[config.mk]
export PLATFORM = sky130hd
export DESIGN_NAME = count_monitor_flat
export DESIGN_NICKNAME = d
export VERILOG_FILES = /design/src/rtl/count_pkg.sv /design/src/rtl/count_monitor_if.sv /design/src/rtl/count_monitor_seg7.sv /design/src/rtl/count_monitor.sv /design/src/flat_wrapper.sv
export SDC_FILE = /design/constraint.sdc
export NUM_CORES = 1
export LEC_CHECK = 0
export ABC_AREA = 1
export CORE_ASPECT_RATIO = 0.6
export CORE_MARGIN = 4
export CORE_UTILIZATION = 40
export DETAILED_ROUTE_END_ITERATION = 7
export PLACE_DENSITY_LB_ADDON = 0.15
export SETUP_SLACK_MARGIN = 0.3
export SLEW_MARGIN = 40
export SYNTH_ARGS = -nofsm -noshare
export SYNTH_HDL_FRONTEND = slang
export SYNTH_SLANG_ARGS = --single-unit
[constraint.sdc]
create_clock -name Clk -period 1.8 [get_ports Clk]
set_clock_uncertainty 0.05 [all_clocks]
set_input_delay 0.27 -clock Clk [delete_from_list [all_inputs] [get_ports Clk]]
set_output_delay 0.27 -clock Clk [all_outputs]
set_load 0.01 [all_outputs]
[src/rtl/count_pkg.sv]
// rtl/count_pkg.sv - shared state enum, mode constants, successor/gray helpers and seven-segment table
package count_pkg;

    typedef enum logic [1:0] {IDLE, ACQ, LOCKED, FAULT} state_t;

    localparam logic MODE_BIN  = 1'b0;
    localparam logic MODE_GRAY = 1'b1;

    // Active-low {g,f,e,d,c,b,a}; entry i shows digit i.
    localparam logic [7:0][6:0] SEG_TABLE = {
        7'b1111000, 7'b0000010, 7'b0010010, 7'b0011001,
        7'b0110000, 7'b0100100, 7'b1111001, 7'b1000000
    };

    function automatic logic [2:0] gray2bin(input logic [2:0] g);
        logic [2:0] b;
        b[2] = g[2];
        b[1] = g[2] ^ g[1];
        b[0] = g[2] ^ g[1] ^ g[0];
        return b;
    endfunction

    function automatic logic [2:0] bin2gray(input logic [2:0] b);
        return b ^ (b >> 1);
    endfunction

    function automatic logic [2:0] succ(input logic [2:0] count, input logic mode);
        if (mode == MODE_GRAY)
            return bin2gray(gray2bin(count) + 3'd1);
        return count + 3'd1;
    endfunction

endpackage

[src/rtl/count_monitor_if.sv]
// rtl/count_monitor_if.sv - counter sample inputs and monitor status outputs
interface count_monitor_if #(
    parameter int ERR_W  = 8,
    parameter int WRAP_W = 8
) ();
    logic              Mode;
    logic [2:0]        Count;
    logic [2:0]        Index;
    logic [6:0]        Seg;
    logic              Locked;
    logic              ErrFlag;
    logic [ERR_W-1:0]  ErrCnt;
    logic [WRAP_W-1:0] WrapCnt;

    modport master (
        output Mode, Count,
        input  Index, Seg, Locked, ErrFlag, ErrCnt, WrapCnt
    );

    modport slave (
        input  Mode, Count,
        output Index, Seg, Locked, ErrFlag, ErrCnt, WrapCnt
    );
endinterface

[src/rtl/count_monitor_seg7.sv]
// rtl/count_monitor_seg7.sv - combinational 3-bit digit to active-low seven-segment lookup
module seg7_decoder
    import count_pkg::*;
(
    input  logic [2:0] digit,
    output logic [6:0] seg
);
    assign seg = SEG_TABLE[digit];
endmodule

[src/rtl/count_monitor.sv]
// rtl/count_monitor.sv - successor checker, lock FSM, index/segment display and error/wrap statistics
module count_monitor
    import count_pkg::*;
#(
    parameter int LOCK_N = 4,
    parameter int ERR_W  = 8,
    parameter int WRAP_W = 8
) (
    input  logic            Clk,
    input  logic            nReset,
    count_monitor_if.slave  mon
);
    localparam logic [3:0] LOCK_TGT = 4'(LOCK_N);

    state_t            state, state_nx;
    logic [3:0]        good, good_nx;
    logic [2:0]        prev;
    logic [2:0]        index, index_nx;
    logic [6:0]        seg, seg_nx;
    logic              err_flag;
    logic [ERR_W-1:0]  err_cnt;
    logic [WRAP_W-1:0] wrap_cnt;
    logic              hit, err_inc, wrap_inc;

    // Checked against the current mode: a mode switch reaches the counter one edge early.
    assign hit      = (mon.Count == succ(prev, mon.Mode));
    assign index_nx = (mon.Mode == MODE_GRAY) ? gray2bin(mon.Count) : mon.Count;

    // Decode the incoming index so Seg lands on the same edge as Index.
    seg7_decoder u_seg7 (
        .digit (index_nx),
        .seg   (seg_nx)
    );

    always_comb begin
        state_nx = state;
        good_nx  = good;
        err_inc  = 1'b0;
        wrap_inc = 1'b0;
        unique case (state)
            IDLE: begin
                state_nx = ACQ;
                good_nx  = 4'd0;
            end
            ACQ: begin
                if (hit) begin
                    good_nx = good + 4'd1;
                    if (good + 4'd1 == LOCK_TGT)
                        state_nx = LOCKED;
                end else begin
                    good_nx = 4'd0;
                end
            end
            LOCKED: begin
                if (hit) begin
                    // A correct step landing on 000 is always index 7 -> 0 in either mode.
                    wrap_inc = (mon.Count == 3'b000);
                end else begin
                    state_nx = FAULT;
                    err_inc  = 1'b1;
                end
            end
            FAULT: begin
                state_nx = ACQ;
                good_nx  = 4'd0;
            end
            default: begin
                state_nx = IDLE;
                good_nx  = 4'd0;
            end
        endcase
    end

    always_ff @(posedge Clk) begin
        if (!nReset) begin
            state    <= IDLE;
            good     <= 4'd0;
            prev     <= 3'd0;
            index    <= 3'd0;
            seg      <= SEG_TABLE[0];
            err_flag <= 1'b0;
            err_cnt  <= '0;
            wrap_cnt <= '0;
        end else begin
            state    <= state_nx;
            good     <= good_nx;
            prev     <= mon.Count;
            index    <= index_nx;
            seg      <= seg_nx;
            err_flag <= err_flag | err_inc;
            if (err_inc && (err_cnt != {ERR_W{1'b1}}))
                err_cnt <= err_cnt + 1'b1;
            if (wrap_inc)
                wrap_cnt <= wrap_cnt + 1'b1;
        end
    end

    assign mon.Index   = index;
    assign mon.Seg     = seg;
    assign mon.Locked  = (state == LOCKED);
    assign mon.ErrFlag = err_flag;
    assign mon.ErrCnt  = err_cnt;
    assign mon.WrapCnt = wrap_cnt;

endmodule

[src/flat_wrapper.sv]
// flat-port wrapper written by rule: the top's interface ports become plain ports
module count_monitor_flat import count_pkg::*;
#(
    parameter int LOCK_N = 4,
    parameter int ERR_W  = 8,
    parameter int WRAP_W = 8
)
  (Clk, nReset, mon_Mode, mon_Count, mon_Index, mon_Seg, mon_Locked, mon_ErrFlag, mon_ErrCnt, mon_WrapCnt);
  count_monitor_if #(.ERR_W(ERR_W), .WRAP_W(WRAP_W)) mon_i ();
  input  logic Clk;
  input  logic nReset;
  input wire logic [$bits(mon_i.Mode)-1:0] mon_Mode;
  input wire logic [$bits(mon_i.Count)-1:0] mon_Count;
  output wire logic [$bits(mon_i.Index)-1:0] mon_Index;
  output wire logic [$bits(mon_i.Seg)-1:0] mon_Seg;
  output wire logic [$bits(mon_i.Locked)-1:0] mon_Locked;
  output wire logic [$bits(mon_i.ErrFlag)-1:0] mon_ErrFlag;
  output wire logic [$bits(mon_i.ErrCnt)-1:0] mon_ErrCnt;
  output wire logic [$bits(mon_i.WrapCnt)-1:0] mon_WrapCnt;
  assign mon_i.Mode = mon_Mode;
  assign mon_i.Count = mon_Count;
  assign mon_Index = mon_i.Index;
  assign mon_Seg = mon_i.Seg;
  assign mon_Locked = mon_i.Locked;
  assign mon_ErrFlag = mon_i.ErrFlag;
  assign mon_ErrCnt = mon_i.ErrCnt;
  assign mon_WrapCnt = mon_i.WrapCnt;
  count_monitor #(.LOCK_N(LOCK_N), .ERR_W(ERR_W), .WRAP_W(WRAP_W)) u_core (.Clk(Clk), .nReset(nReset), .mon(mon_i));
endmodule
==> results.yml <==
die:
  die_width_um: 95.9
  initial_utilization_pct: 43.3
  core_area_mm2: 0.00428
  die_h_um: 60.7
  io_pins: 34
  dieArea_mm2: 0.00582
  fp-row-count: 18
power:
  power_density_mw_per_mm2: 814
  finalPower_w: 0.00218
  vdd_drop_max_uv: 492
  p_leak_nw: 1.34
clock_tree:
  cts-root-buf: "clkbuf_8"
  cts_made_buffers: 5
  clock_latency_ns: 0.29
  cts_hold_buffers: 0
  clockBufferDepth: 2
  clock-sinks: 35
  htreeDepth: 2
  cts_tree: "yes"
  cts.clk_slew.worst_paths_ns: 0.07
drt:
  routed_via_density: 4.82
  dr.first_iter.drc_count: 83
  routed_wl_um: 4550
  drc: 0
  wire_per_inst_um: 12.5
  dr.pass1.iters: 4
  ant_nets: 0
  vias: 1759
timing:
  period_share_pct: 101
  rsz0062_at_grt: "true"
  min_period_ns: 1.81
  final_hold_viol_count: 0
  final-max-slew-violation-count: 0
  tightest_slew_ns: 0.543
  fin_tns_setup_ns: -0.0354
  timing.hold.ws_ns: 0.323
  timing.final.ws_setup_ns: -0.0101
  slew_headroom_pct: 63.8
  max_clock_freq_mhz: 552
  finalSetupViolations: 4
flow_run:
  cap_violations: 0
setup_path:
  r2r_start: "u_core.prev[0]"
  worstSetupPathType: "reg2reg"
  worstPathMaxFanout: 6
  cp-end-kind: "register"
  startpoint: "u_core.prev[0]"
  reg2reg_slack_ns: -0.01
  startpoint_type: "register"
  worstReg2RegEnd: "u_core.mon.WrapCnt[2]"
  r2r_cells: 10
  cp.arrival_ns: 1.98
  worstPathRequired_ns: 1.97
  crit_end: "u_core.mon.WrapCnt[2]"
worst_hold_path:
  min_path_type: "in2reg"
synth:
  ys_seq_area_share_pct: 37.8
  synth_top_cell_by_area: "dfxtp_1"
  synth_cell_type_count: 26
  synthCells: 246
  avgSynthCellArea_um2: 7.53
  ys.warnings.count: 0
  syn-cell-area_mm2: 0.00185
  yosysTopAreaCellShare_pct: 37.8
  synth_area_leaders: "dfxtp_1 (38%), nand2_1 (12%), ha_1 (9.5%)"
  synth-seq-cells: 35
  synth_nets: 266
grt:
  top_usage_layer: "met1"
  grt_pass1_vias: 1512
  grt_max_degree: 14
  use_met1_pct: 23.7
  grt_use_met3_pct: 4.96
  gr-total-overflow: 0
  antenna_found_initial: 0
  grt_pass1_wl_um: 7050
  grt_usage_pct: 16.0
  use_met2_pct: 21.2
place:
  placed_area_mm2: 0.00240
  io_buffers: 33
  globalplace.congestion: 0.876
  hpwl_um: 3120
cells_and_area:
  layout_commonest_cell: "nand2_1"
  synthToLayoutAreaGrowth_pct: 44.5
  fin_area_mm2: 0.00268
  diodes: 0
  layout_common_cells: "nand2_1 (57), nand3_1 (23), dfxtp_1 (23)"
  nets: 324
  layout-drive-gt1-share_pct: 24.3
  post-route-util_pct: 62.6
status:
  violations: "setup timing"
  status: "complete, but fails checks"
[where the power goes]
group	switching [W]	total, W	internal (W)
clock	0.000302	0.000714	0.000412
combinational	0.000333	0.000586	0.000252
sequential	0.0000470	0.000879	0.000832
total	0.000682	0.00218	0.00150
[cell type report]
type	instances	area (um2)
fillers	368	1600
multi-input cells	182	1140
flip-flops and latches	35	716
repair buffers	56	546
inverters	24	90.1
well taps	60	75.1
clock buffers	5	68.8
clock inverters	3	43.8
[sequential cells by signal (all words and copies together) (netlist names)]
signal,count
u_core.mon.ErrCnt,8
u_core.mon.ErrFlag,1
u_core.mon.Seg,7
u_core.state,2
u_core.mon.WrapCnt,8
u_core.prev,2
u_core.mon.Index,3
u_core.good,4
[what timing repair did]
action,in CTS,in global routing
resized for setup,32,29
pin swaps,9,7
gates cloned,2,0
buffers inserted,4,0
setup endpoints to repair,50,38
[logic make-up (layout without fill, tap and decap cells)]
kind of cell / Yosys count / in the layout / share of synthesized area [%]
flip-flops: 35 / 35 / 37.8
XOR/XNOR: 15 / 15 / 7.09
adder cells (fa/ha/maj): 14 / 14 / 9.45
buffers and inverters: 30 / 88 / 6.75
AND/OR/NAND/NOR: 128 / 129 / 32.2
AO/OA/AOI/OAI: 24 / 24 / 6.68
[worst min-delay path by stage]
stage / start / end / slack, ns / depth (start not counted)
after global placement: u_core.mon.ErrFlag / u_core.mon.ErrFlag / 0.41 / 2
after CTS: mon_Count[1] / u_core.prev[1] / 0.35 / 3
final: mon_Count[0] / u_core.prev[0] / 0.32 / 4
after detailed placement: u_core.good[3] / u_core.good[3] / 0.42 / 2
after global routing: mon_Count[0] / u_core.prev[0] / 0.35 / 4
after floorplan: mon_Count[0] / u_core.prev[0] / 0.31 / 2
[synthesized netlist by cell type]
library cell,count
nand2_1,61
inv_2,2
clkbuf_1,3
xnor2_1,5
a21oi_1,21
nor2_1,22
buf_4,1
dfxtp_1,35
nor3_1,1
nor2_4,1
inv_1,22
nand2_2,3
buf_6,1
o21bai_1,1
nand4_1,10
nor3b_1,1
or2_1,1
ha_1,14
nand3_2,2
xor2_1,10
buf_2,1
nor3_4,1
o22ai_1,1
nand3_1,24
nand3_4,1
o21ai_0,1
[through the flow]
| stage | instances | setup WS, ns |
|---|---|---|
| after floorplan | 246 | 0.130 |
| after global placement | 351 | -0.185 |
| after detailed placement | 351 | -0.227 |
| after CTS | 365 | 0.000176 |
| after global routing | 365 | -0.118 |
| final | 365 | -0.0101 |
[critical path, cell delays in order, from the launching register on]
cell and delay, ns:
dfxtp_2 0.33, ha_1 0.27, or2_1 0.23, nand2_1 0.07, nand2_1 0.05, nand2_2 0.09, nand3_4 0.13, nor2_4 0.16
buf_6 0.14, nand3_1 0.08, a21oi_2 0.13
[metal layers]
| metal | vias up | share of wire [%] |
|---|---|---|
| li1 | 924 | - |
| met1 | 791 | 53 |
| met2 | 37 | 40 |
| met3 | 7 | 5.0 |
| met4 | 0 | 1.2 |
| met5 | - | 0 |
No activity file was read; power rests on OpenSTA's default activity.
